===== config.mk =====
export PLATFORM = sky130hd
export DESIGN_NAME = control_sequencer
export DESIGN_NICKNAME = d
export VERILOG_FILES = /design/src/rtl/control_sequencer.sv
export SDC_FILE = /design/constraint.sdc
export NUM_CORES = 1
export LEC_CHECK = 0
export ABC_CLOCK_PERIOD_IN_PS = 2000
export CORE_MARGIN = 4
export CORE_UTILIZATION = 30
export CTS_CLUSTER_SIZE = 24
export DETAILED_ROUTE_END_ITERATION = 10
export PLACE_DENSITY_LB_ADDON = 0.25
export REMOVE_ABC_BUFFERS = 1
export SYNTH_ARGS = -nofsm -noshare
export SYNTH_HDL_FRONTEND = slang
export SYNTH_SLANG_ARGS = --single-unit

===== constraint.sdc =====
create_clock -name clk -period 2 [get_ports clk]
set_clock_uncertainty 0.15 [all_clocks]
set_input_delay 0.3 -clock clk [delete_from_list [all_inputs] [get_ports clk]]
set_output_delay 0.3 -clock clk [all_outputs]
set_load 0.05 [all_outputs]

===== src/rtl/control_sequencer.sv =====
// Hardwired Moore control unit for a single-bus fetch/execute datapath.
// Steps T0..T7 plus a terminal HALT; every control decodes from registered state and the IR opcode.
module control_sequencer (
    input  logic        clk,
    input  logic        clr,
    input  logic [31:0] IR,
    input  logic        Stop,
    output logic        PCout,
    output logic        MARin,
    output logic        IncPC,
    output logic        PCin,
    output logic        Read,
    output logic        Write,
    output logic        MDRin,
    output logic        MDRout,
    output logic        IRin,
    output logic        Yin,
    output logic        Zin,
    output logic        Zlowout,
    output logic        BAout,
    output logic        Rin,
    output logic        Rout,
    output logic        ADD,
    output logic        SUB,
    output logic        Gra,
    output logic        Grb,
    output logic        Grc,
    output logic        Cout,
    output logic        Run,
    output logic [3:0]  state
);

    typedef enum logic [3:0] {
        T0   = 4'd0,
        T1   = 4'd1,
        T2   = 4'd2,
        T3   = 4'd3,
        T4   = 4'd4,
        T5   = 4'd5,
        T6   = 4'd6,
        T7   = 4'd7,
        HALT = 4'd15
    } state_e;

    localparam logic [4:0] OP_LD   = 5'b00000;
    localparam logic [4:0] OP_LDI  = 5'b00001;
    localparam logic [4:0] OP_ST   = 5'b00010;
    localparam logic [4:0] OP_ADD  = 5'b00011;
    localparam logic [4:0] OP_SUB  = 5'b00100;
    localparam logic [4:0] OP_HALT = 5'b11011;

    typedef struct packed {
        logic pc_out;
        logic mar_in;
        logic inc_pc;
        logic pc_in;
        logic read;
        logic write;
        logic mdr_in;
        logic mdr_out;
        logic ir_in;
        logic y_in;
        logic z_in;
        logic zlow_out;
        logic ba_out;
        logic r_in;
        logic r_out;
        logic add;
        logic sub;
        logic gra;
        logic grb;
        logic grc;
        logic c_out;
    } ctrl_t;

    state_e     state_q, state_d;
    logic       stop_q, stop_d;
    logic       live_q, live_d;
    logic [4:0] opcode;
    logic       stop_seen;
    logic       last_step;
    logic       halt_instr;
    logic       unused_ir_bits;
    ctrl_t      ctrl;

    assign opcode         = IR[31:27];
    assign unused_ir_bits = ^IR[26:0];
    assign stop_seen      = stop_q | Stop;

    // live_q stays low from clr until the first edge after release, so T0 controls
    // appear on that edge rather than the moment clr drops.
    // NOTE: state registers use non-blocking assignments so every flop samples pre-edge values.
    always_ff @(posedge clk or posedge clr) begin
        if (clr) begin
            state_q <= T0;
            stop_q  <= 1'b0;
            live_q  <= 1'b0;
        end else begin
            state_q <= state_d;
            stop_q  <= stop_d;
            live_q  <= live_d;
        end
    end

    // NOTE: every signal gets a default before the case so no path can infer a latch.
    always_comb begin
        state_d    = state_q;
        stop_d     = stop_seen;
        live_d     = 1'b1;
        last_step  = 1'b0;
        halt_instr = 1'b0;

        if (live_q) begin
            case (state_q)
                T0: state_d = T1;
                T1: state_d = T2;
                T2: state_d = T3;
                T3: begin
                    case (opcode)
                        OP_LD, OP_LDI, OP_ST, OP_ADD, OP_SUB: state_d = T4;
                        OP_HALT: begin
                            last_step  = 1'b1;
                            halt_instr = 1'b1;
                        end
                        default: last_step = 1'b1;
                    endcase
                end
                T4: state_d = T5;
                T5: begin
                    if (opcode == OP_LD || opcode == OP_ST) begin
                        state_d = T6;
                    end else begin
                        last_step = 1'b1;
                    end
                end
                T6: state_d = T7;
                T7: last_step = 1'b1;
                HALT: stop_d = 1'b0;
                default: state_d = T0;
            endcase

            // A pending Stop turns the instruction boundary into HALT.
            if (last_step) begin
                state_d = (stop_seen || halt_instr) ? HALT : T0;
                stop_d  = 1'b0;
            end
        end
    end

    always_comb begin
        ctrl = '0;
        if (live_q) begin
            case (state_q)
                T0: begin
                    ctrl.pc_out = 1'b1;
                    ctrl.mar_in = 1'b1;
                end
                T1: begin
                    ctrl.inc_pc = 1'b1;
                    ctrl.read   = 1'b1;
                    ctrl.mdr_in = 1'b1;
                end
                T2: begin
                    ctrl.mdr_out = 1'b1;
                    ctrl.ir_in   = 1'b1;
                end
                T3: begin
                    case (opcode)
                        OP_LD, OP_LDI, OP_ST: begin
                            ctrl.grb    = 1'b1;
                            ctrl.ba_out = 1'b1;
                            ctrl.y_in   = 1'b1;
                        end
                        OP_ADD, OP_SUB: begin
                            ctrl.grb   = 1'b1;
                            ctrl.r_out = 1'b1;
                            ctrl.y_in  = 1'b1;
                        end
                        default: ;
                    endcase
                end
                T4: begin
                    case (opcode)
                        OP_LD, OP_LDI, OP_ST: begin
                            ctrl.c_out = 1'b1;
                            ctrl.add   = 1'b1;
                            ctrl.z_in  = 1'b1;
                        end
                        OP_ADD, OP_SUB: begin
                            ctrl.grc   = 1'b1;
                            ctrl.r_out = 1'b1;
                            ctrl.add   = (opcode == OP_ADD);
                            ctrl.sub   = (opcode == OP_SUB);
                            ctrl.z_in  = 1'b1;
                        end
                        default: ;
                    endcase
                end
                T5: begin
                    case (opcode)
                        OP_LD, OP_ST: begin
                            ctrl.zlow_out = 1'b1;
                            ctrl.mar_in   = 1'b1;
                        end
                        OP_LDI, OP_ADD, OP_SUB: begin
                            ctrl.zlow_out = 1'b1;
                            ctrl.gra      = 1'b1;
                            ctrl.r_in     = 1'b1;
                        end
                        default: ;
                    endcase
                end
                T6: begin
                    case (opcode)
                        OP_LD: begin
                            ctrl.read   = 1'b1;
                            ctrl.mdr_in = 1'b1;
                        end
                        OP_ST: begin
                            ctrl.gra    = 1'b1;
                            ctrl.ba_out = 1'b1;
                            ctrl.mdr_in = 1'b1;
                        end
                        default: ;
                    endcase
                end
                T7: begin
                    case (opcode)
                        OP_LD: begin
                            ctrl.mdr_out = 1'b1;
                            ctrl.gra     = 1'b1;
                            ctrl.r_in    = 1'b1;
                        end
                        OP_ST: begin
                            ctrl.mdr_out = 1'b1;
                            ctrl.write   = 1'b1;
                        end
                        default: ;
                    endcase
                end
                default: ;
            endcase
        end
    end

    assign PCout   = ctrl.pc_out;
    assign MARin   = ctrl.mar_in;
    assign IncPC   = ctrl.inc_pc;
    assign PCin    = ctrl.pc_in;
    assign Read    = ctrl.read;
    assign Write   = ctrl.write;
    assign MDRin   = ctrl.mdr_in;
    assign MDRout  = ctrl.mdr_out;
    assign IRin    = ctrl.ir_in;
    assign Yin     = ctrl.y_in;
    assign Zin     = ctrl.z_in;
    assign Zlowout = ctrl.zlow_out;
    assign BAout   = ctrl.ba_out;
    assign Rin     = ctrl.r_in;
    assign Rout    = ctrl.r_out;
    assign ADD     = ctrl.add;
    assign SUB     = ctrl.sub;
    assign Gra     = ctrl.gra;
    assign Grb     = ctrl.grb;
    assign Grc     = ctrl.grc;
    assign Cout    = ctrl.c_out;

    assign Run   = (state_q != HALT);
    assign state = state_q;

endmodule

## Word level (Yosys, flattened, before mapping)

Cells that the tools add are included.

- Register bits after elaboration: 6
- Bits in latches: 0
- Bits in writable memories: 0
- Bits in read-only memories: 0
- Input port bits: 35
- Output and inout port bits: 26
- Word-level logic and storage cells: 76
- Memories: 0

- Add/subtract/negate cells: 0
- Multipliers: 0
- Divide/modulo/power cells: 0
- $lt $le $gt $ge: 0
- Equality and inequality tests: 17
- Shift-type cells: 0
- Multiplexer cells: 43
- Bitwise operators: 1
- Reduce and logical (&&, ||, !) cells: 12

Operators by type and width:

| cell | number |
|---|---|
| $pmux 4 s8 | 1 |
| $mux 1 | 25 |
| $mux 17 | 1 |
| $eq 4x3->1 const B | 4 |
| $mux 4 | 4 |
| $pmux 1 s2 | 7 |
| $eq 5x2->1 const B | 2 |
| $eq 4x2->1 const B | 2 |
| $reduce_or 2->1 | 4 |
| $ne 3x3->1 const B | 2 |
| $pmux 1 s3 | 2 |
| $reduce_or 3->1 | 2 |
| $eq 5x1->1 const B | 1 |
| $eq 5x3->1 const B | 1 |
| $eq 5x5->1 const B | 1 |
| $logic_not 5->1 | 1 |
| $reduce_or 5->1 | 1 |
| $eq 4x1->1 const B | 1 |
| $eq 4x4->1 const B | 1 |
| $logic_not 4->1 | 1 |
| $mux 2 | 2 |
| $ne 4x4->1 const B | 1 |
| $reduce_and 4->1 | 1 |
| $mux 3 | 1 |
| other kinds (3) | 4 |

## Longest topological paths before layout

Gate-level depths: netlist of run 1.

- Word-level depth: 7
- Depth in mapped cells: 6
- Depth with buffers taken out: 4

## Least setup slack after synthesis of run 1

No wires, ideal clock.

- Kind: reg2out
- Start point: reg state_q[2] (netlist: state[2])
- End point: out Zlowout
- Arrival: 2.679 ns
- Required time: 1.550 ns
- Setup slack: -1.129 ns
- Cell stages (with the launch flop): 5
- Path buffers: 2
- Cell sequence: dfrtp_1 -> clkbuf_1 -> clkbuf_1 -> nand2_1 -> nor4_1

- Word-level cells in the longest chain between the ends: 3

RTL lines:

| element | RTL line | RTL |
|---|---|---|
| start, declared | 76 | `state_e state_q, state_d;` |
| start signal, assigned | 99 | `state_q <= state_d;` |
| $eq 4x3->1 | 153 | `case (state_q)` |
| $mux 1 | 153 |  |
| $mux 17 | 152 | `if (live_q) begin` |
| end, declared | 19 | `output logic Zlowout,` |

No other way between the ends.

## Worst setup path in the final report of run 1

- Start point: in IR[31]
- End point: out Gra

- Word-level cells in the longest chain between the ends: 5
- Elaborated cells on any way between the ends: 11

RTL lines:

| element | RTL line | RTL |
|---|---|---|
| start, declared | 6 | `input logic [31:0] IR,` |
| $eq 5x2->1, or another cell as far along | 200 | `case (opcode)` |
| $reduce_or 3->1 | 200 |  |
| $mux 1 | 200 |  |
| $pmux 1 s3 (*) | 153 |  |
| $mux 17 (*) | 152 |  |
| end, declared | 25 | `output logic Gra,` |

Every way passes the cells marked *; elsewhere a longest branch is shown, timed or not.

==> results of run 1 <==
## report_power, final
part           switching (mW)  internal, mW  leakage [nW]
Combinational          0.0457        0.0479         0.727
Clock                  0.0456        0.0680        0.0138
Sequential            0.00416         0.124        0.0569
## cells in the mapped netlist (all sizes together), types with 2 or more instances
cell    count
clkbuf      6
nor2       13
conb        2
and2        2
buf         3
and3        4
nand2b      6
a211oi      2
o211ai      3
nor4        2
nor3        3
nand2      11
inv         5
a31oi       3
dfrtp       6
nor2b       2
or2         2
or3         2
a21oi       2
o21ai      10
## worst min path at each step
| stage | endpoint | slack [ns] |
|---|---|---|
| 5_1_grt | state[0] | 0.15 |
| 3_5_place_dp | state[3] | 0.38 |
| 6_report | stop_q | 0.12 |
| 3_3_place_gp | stop_q | 0.38 |
| 4_1_cts | stop_q | 0.13 |
| 2_1_floorplan | live_q | -0.06 |
## metrics by stage
stage | setup slack (ns) | area (um^2)
after floorplan | -1.11 | 664
after global placement | -0.536 | 1470
after detailed placement | -0.570 | 1470
after CTS | -0.221 | 1620
after global routing | -0.310 | 1790
final | -0.278 | 1790
## cell type report
| class | instances | share of cell area [%] |
|---|---|---|
| Timing Repair Buffer | 76 | 51.0 |
| Multi-Input combinational cell | 85 | 36.0 |
| Sequential cell | 6 | 8.72 |
| Tap cell | 28 | 1.95 |
| Clock buffer | 3 | 1.26 |
| Inverter | 5 | 1.05 |
## per-layer routing
metal / part of all wire, % / wire [um]
met4: 5.1 / 193
met3: 5.6 / 210
met2: 50 / 1890
met1: 39 / 1480
met5: 0 / 0
## repair_timing
item                                    4_1_cts  5_1_grt
gates resized for setup                      50       23
setup buffers                                 6       10
gates cloned                                  0        0
endpoints found under the setup margin       20       19
pin swaps                                     7        8
## state kept, by name, summed over array words and instances, names as in the netlist
| signal | count |
|---|---|
| live_q | 1 |
| stop_q | 1 |
| state | 4 |
## cell families after synthesis
family / after synthesis / share of synthesized area, %
AND/OR/NAND/NOR: 54 / 40.7
AO/OA/AOI/OAI: 29 / 27.7
buffers and inverters: 14 / 9.47
flip-flops: 6 / 21.1
other: 2 / 1.05
## critical path, cell delays in order
cell       delay (ns)
buf_6            0.09
or4_4            0.56
or3_4            0.40
a211oi_4         0.26
clkbuf_16        0.21
==> impl_metrics.json, run 1 <==
{
  "holdBufCountCts": 0,
  "dr_total_vias": 1142,
  "cts_tree": "built",
  "fin_tns_setup_ns": -1.67,
  "critPathMaxFanout": 3,
  "power_density_mw_per_mm2": 187,
  "numCtsBuffers": 3,
  "multi_input_area_um2": 646,
  "period_share_pct": 114,
  "grt_max_degree": 15,
  "rsz0062_at_grt": "yes",
  "rows": 17,
  "ys_top_cells_by_area": "dfrtp_1 (21%), nor2_1 (6.8%), o21ai_0 (6.3%)",
  "regArea_um2": 156,
  "maxCapViolations": 0,
  "holdWs_ns": 0.118,
  "cellLeakagePower_nw": 0.797,
  "core_area_mm2": 0.00223,
  "drv_slew": 0,
  "arrival_ns": 1.83,
  "syn_area_um2": 713,
  "total_power_uw": 336,
  "start_util_pct": 31.9,
  "crit_start": "IR[31]",
  "dp_cells": 184,
  "drcViolationCount": 0,
  "gp_congestion": 0.893,
  "drive_gt1_share_pct": 65.1,
  "wl_per_cell_um": 18.6,
  "synth.largest_area_cell": "dfrtp_1",
  "ff2ff_setup_slack_ns": 0.08,
  "status": "complete, but fails checks",
  "min_path_type": "in -> async",
  "insertion_delay_ns": 0.25,
  "io_buffers": 32,
  "clockBufferDepth": 2,
  "startpoint_type": "primary input",
  "ys_ff_latch": 6,
  "synthArstFlopShare_pct": 100,
  "drt_iter0_drc": 54,
  "met1_usage_pct": 25.1,
  "grt_use_total_pct": 20.2,
  "avgSynthCellArea_um2": 6.79,
  "reg2regPathDepth": 6,
  "grt_pass1_vias": 1107,
  "nNetsFinal": 212,
  "die_area_mm2": 0.00322,
  "synth_top_area_share_pct": 21.1,
  "cp_data_required_time_ns": 1.55,
  "dr.pass1.iters": 4,
  "synth-seq-area-share_pct": 21.1,
  "io_pins": 61,
  "violations": "setup timing",
  "met2_usage_pct": 34.5,
  "htreeDepth": 1,
  "max_freq_mhz": 439,
  "wirelength_um": 3770,
  "area_growth_pct": 152,
  "setup_viol": 16,
  "crit_path_end": "Gra",
  "critPathCaptureType": "output port",
  "rr_endpoint": "state[1]",
  "grt_overflow": 0,
  "cts-root-buf": "clkbuf_4",
  "synth_top_flop_cell": "dfrtp_1",
  "synth_cell_type_count": 39,
  "r2r_start": "state[3]",
  "synth_edf_count": 0,
  "layout.cells.non_filler": 203,
  "final_cell_mix": "buf_4 (39), buf_12 (23), nand2_1 (9), buf_6 (9), nor2_1 (7)",
  "worstSetupPathType": "in -> out",
  "ant_nets": 0,
  "dp_hpwl_um": 2190,
  "timing_hold_violations_final": 0,
  "post-route-min-period_ns": 2.28,
  "via_per_inst": 5.63,
  "mostFrequentLayoutCell": "buf_4",
  "die_x_um": 56.8,
  "grt_pass1_wl_um": 5240,
  "antennaDiodeCount": 0,
  "antenna_found_initial": 0,
  "fp.dieH_um": 56.8,
  "grt_busiest_layer": "met2",
  "clock_sinks": 6,
  "worst_slack_ns": -0.278,
  "netlist_instances": 105,
  "utilization_pct": 80.3,
  "path_clk_slew_ns": 0.05,
  "peakVddDrop_mv": 0.233,
  "met3_usage_pct": 5.06,
  "yosys_warnings": 0,
  "fillCellCount": 123
}
(Power assumes the default switching activity.)
==> run 2: changes to the inputs <==
Settings changed: CORE_ASPECT_RATIO set to 0.6, SLEW_MARGIN set to 25.
==> run 2 against run 1 <==
  * The run still ends with setup timing left
  * Via count up 4.9%
  * Register-to-register slack worse by 0.07 ns
  * Non-clock buffer count up 3
  * Critical endpoint is now MDRin
  * Wire length up 18%
  * Design area up 4.3%
  * Maximum frequency up 0.54%
==> impl_metrics.json, run 2 (synthesis gave the netlist of run 1 again) <==
{
  "cp.depth": 7,
  "r2r_start": "state[2]",
  "drive_gt1_share_pct": 66.3,
  "path_buf_inv": 3,
  "final_cell_mix": "buf_4 (38), buf_12 (23), buf_6 (13)",
  "die_x_um": 70.9,
  "nNetsFinal": 215,
  "mostFrequentLayoutCell": "buf_4",
  "critPathTopFamily": "simple AND/OR/NAND/NOR gates",
  "critPathMaxFanout": 4,
  "core_area_mm2": 0.00221,
  "fp.dieH_um": 45.8,
  "clockBufferDepth": 2,
  "path_clk_slew_ns": 0.04,
  "start_util_pct": 32.2,
  "crit_top_cell": "nand2_1",
  "antennaDiodeCount": 0,
  "fin_tns_setup_ns": -1.74,
  "numCtsBuffers": 3,
  "power_density_mw_per_mm2": 230,
  "die_area_mm2": 0.00325,
  "htreeDepth": 1,
  "crit_path_end": "MDRin",
  "post-route-min-period_ns": 2.27,
  "max_slew_margin_pct": 54.9,
  "setup_viol": 14,
  "cellLeakagePower_nw": 0.822,
  "via_per_inst": 5.76,
  "ant_nets": 0,
  "io_pins": 61,
  "crit_start": "IR[30]",
  "rr_endpoint": "state[0]",
  "worst_slack_ns": -0.266,
  "slowest_delay_ns": 0.57,
  "slowest_stage": "or4_4",
  "grt_overflow": 0,
  "arrival_ns": 1.82,
  "gp_congestion": 0.868,
  "timing_hold_violations_final": 0,
  "wirelength_um": 4450,
  "critPathCaptureType": "output port",
  "rsz0062_at_grt": "yes",
  "reg2regPathDepth": 6,
  "cts-root-buf": "clkbuf_8",
  "pre_cts_slack_ns": -0.581,
  "antenna_found_initial": 0,
  "clock_sinks": 6,
  "area_growth_pct": 162,
  "cp_data_required_time_ns": 1.55,
  "drcViolationCount": 0,
  "worstPathCellList": "buf_6 > or4_4 > nor2_1 > nand2_1 > buf_4 > nand2_1 > buf_12",
  "max_freq_mhz": 441,
  "grt_pass1_wl_um": 5160,
  "cts_tree": "built",
  "largest_reg_flops": 4,
  "dr_total_vias": 1198,
  "wl_per_cell_um": 21.4,
  "violations": "setup timing",
  "dp_hpwl_um": 2430,
  "worst_pin_slew_ns": 0.669,
  "ff2ff_setup_slack_ns": 0.01,
  "grt_pass1_vias": 1021,
  "holdBufCountCts": 0,
  "startpoint_type": "primary input",
  "io_buffers": 32,
  "min_path_type": "in -> async",
  "maxCapViolations": 0,
  "drv_slew": 0,
  "peakVddDrop_mv": 0.251,
  "rows": 13,
  "grt_use_total_pct": 21.7,
  "worstSetupPathType": "in -> out",
  "status": "complete, but fails checks",
  "dr.pass1.iters": 4,
  "period_share_pct": 113,
  "grt_max_degree": 10,
  "insertion_delay_ns": 0.24,
  "drt_iter0_drc": 110
}
## run 2: layer usage
layer	global-route usage [%]	wire (um)	part of all wire, %
met5	0	0	0
met4	7.87	136	3.1
met2	39.8	2160	48
met1	25.5	1760	40
met3	4.85	395	8.9
## run 2: worst register-to-register path: cells and delay by family (launching register included)
family,cells,cell delay [ns]
buffers and inverters,2,0.31
AO/OA/AOI/OAI,3,0.65
AND/OR/NAND/NOR,1,0.33
flip-flops,1,0.45
## run 2: where the power goes
part           internal (mW)  switching [mW]
clock network          0.130          0.0676
logic                 0.0518          0.0528
registers              0.124         0.00227
total                  0.307           0.123
## run 2: worst min path at each step
stage | startpoint | end | slack, ns | depth (start not counted)
after global routing | clr | state[0] | 0.18 | 2
after floorplan | clr | live_q | -0.06 | 1
after detailed placement | clr | live_q | 0.38 | 2
after global placement | clr | live_q | 0.37 | 2
after CTS | clr | live_q | 0.14 | 2
final | clr | state[0] | 0.15 | 2
## run 2: repair_timing
item | in CTS | in global routing
resized for setup | 45 | 36
setup endpoints to repair | 22 | 18
cloned | 0 | 0
pin swaps | 7 | 9
buffers inserted | 6 | 13
## run 2: final cells by class
cell class	count	area (um^2)
clock buffers	3	41.3
multi-input cells	85	671
repair buffers	79	947
fillers	103	342
flip-flops and latches	6	155
well taps	30	37.5
inverters	5	18.8
## run 2: metrics by stage
step	utilization, %	hold WS [ns]	instance area, um^2	std cells	total power, mW
final	84.6	0.150	1870	208	0.429
after global placement	65.9	0.375	1460	186	0.199
after CTS	73.2	0.138	1620	195	0.400
after global routing	84.6	0.179	1870	208	0.449
after floorplan	-	-0.0590	664	96	0.154
after detailed placement	65.9	0.382	1460	186	0.202
==> run 3: changes to the inputs <==
Settings changed: ABC_CLOCK_PERIOD_IN_PS 2000 to 2700.
Clock period 2 ns to 2.7 ns, I/O delays scaled along.
==> run 3 against run 2 <==
  * The run now ends clean
  * Sequential power decreased by 25%
  * Largest cell class unchanged
  * Worst setup slack improved by 0.37 ns
  * Clock power decreased by 32%
  * First-iteration DRC count decreased by 54%
  * Worst hold slack improved by 0.095 ns
  * Core utilization decreased by 24 points
==> impl_metrics.json, run 3 (synthesis gave the netlist of run 1 again) <==
{
  "start_util_pct": 32.2,
  "min_path_type": "in -> async",
  "nNetsFinal": 181,
  "path_clk_slew_ns": 0.04,
  "insertion_delay_ns": 0.22,
  "setup_viol": 0,
  "drive_gt1_share_pct": 30.6,
  "drt_iter0_drc": 51,
  "core_area_mm2": 0.00221,
  "ant_nets": 0,
  "cts_tree": "built",
  "worstSetupPathType": "in -> out",
  "wl_per_cell_um": 13.5,
  "gp_congestion": 0.839,
  "post-route-min-period_ns": 2.60,
  "wirelength_um": 2350,
  "cellLeakagePower_nw": 0.567,
  "drv_slew": 0,
  "antennaDiodeCount": 0,
  "arrival_ns": 2.04,
  "numCtsBuffers": 3,
  "grt_pass1_vias": 803,
  "largest_reg_flops": 4,
  "max_slew_margin_pct": 66.2,
  "layout.cells.non_filler": 174,
  "fillCellCount": 209,
  "clockBufferDepth": 2,
  "dp_hpwl_um": 1950,
  "io_pins": 61,
  "startpoint_type": "primary input",
  "die_area_mm2": 0.00325,
  "drcViolationCount": 0,
  "die_x_um": 70.9,
  "status": "finished clean",
  "peakVddDrop_mv": 0.171,
  "max_freq_mhz": 385,
  "multi_input_area_um2": 513,
  "regArea_um2": 151,
  "maxCapViolations": 0,
  "htreeDepth": 1,
  "grt_overflow": 0,
  "rows": 13,
  "power_density_mw_per_mm2": 202,
  "dr.pass1.iters": 4,
  "cp_data_required_time_ns": 2.14,
  "via_per_inst": 5.20,
  "fp.dieH_um": 45.8,
  "critPathMaxFanout": 4,
  "cts-root-buf": "clkbuf_8",
  "timing_hold_violations_final": 0,
  "worst_pin_slew_ns": 0.505,
  "io_buffers": 32,
  "area_growth_pct": 88.8,
  "rsz0062_at_grt": "no",
  "total_power_uw": 272,
  "clock_sinks": 6,
  "dr_total_vias": 905,
  "holdBufCountCts": 0,
  "critPathCaptureType": "output port",
  "dp_cells": 169,
  "grt_max_degree": 19,
  "grt_use_total_pct": 15.2,
  "antenna_found_initial": 0,
  "post_dp_cell_area_mm2": 0.00127,
  "final_cell_mix": "buf_12 (16), buf_4 (16), nor2_1 (13)",
  "design_area_mm2": 0.00135,
  "grt_pass1_wl_um": 3890,
  "period_share_pct": 96.2
}
run 3: cell count changes in the layout (fill, tap and decap cells not counted), moves of 3 or more:
cell             delta
dfrtp_1             +3
nand2b_4            -3
buf_4              -22
dfrtp_2             -3
clkdlybuf4s50_1     +6
nor2_1              +7
dlygate4sd2_1       +3
buf_12              -7
buf_6              -13
nor2_4              -6
nand2b_1            +3
run 3: through the flow:
stage	util [%]	setup TNS (ns)	hold slack (ns)	worst slack (ns)
floorplan	-	-1.96	0.0460	-0.517
global placement	57.3	-0.0766	0.439	-0.0766
detailed placement	57.3	-0.0880	0.439	-0.0880
CTS	59.7	0	0.250	0.0340
global route	60.9	0	0.273	0.0670
finish	60.9	0	0.245	0.102
run 3: area by class of cell:
class | count | area share, %
Clock buffer | 3 | 3.07
Inverter | 5 | 1.39
Multi-Input combinational cell | 85 | 38.1
Sequential cell | 6 | 11.2
Tap cell | 30 | 2.79
Timing Repair Buffer | 45 | 43.4
run 3: per-layer routing:
metal	vias to the layer above	share of wire, %	global-route usage (%)
met5	-	0	0
met4	0	0	2.25
met3	0	5.1	3.74
met2	24	46	24.3
met1	431	49	21.3
li1	450	-	-
run 3: critical path: stages:
cell	delay (ns)
dlygate4sd2_1	0.24
or4_4	0.56
or3_4	0.36
a211oi_4	0.27
clkbuf_16	0.20
run 3: what timing repair did:
action | CTS | global route
endpoints found under the setup margin | 1 | 2
setup buffers | 2 | 0
pin swaps | 3 | 3
resized for setup | 3 | 6
run 3: worst paths after layout:
kind	start	endpoint	slack (ns)	cells past startpoint
max in group asynchronous	clr	state[0]	1.95	2
min	clr	state[3]	0.24	2
max reg2reg	state[1]	state[2]	0.92	5
max	IR[31]	Gra	0.10	5
min in group clk	stop_q	stop_q	0.44	2
min reg2reg	stop_q	stop_q	0.44	2
run 3: power by group:
group	internal (mW)	total (mW)	switching, mW	leakage [nW]
Combinational	0.0207	0.0438	0.0231	0.487
Sequential	0.0922	0.0947	0.00247	0.0588
Clock	0.0957	0.134	0.0380	0.0216
Total	0.209	0.272	0.0636	0.567
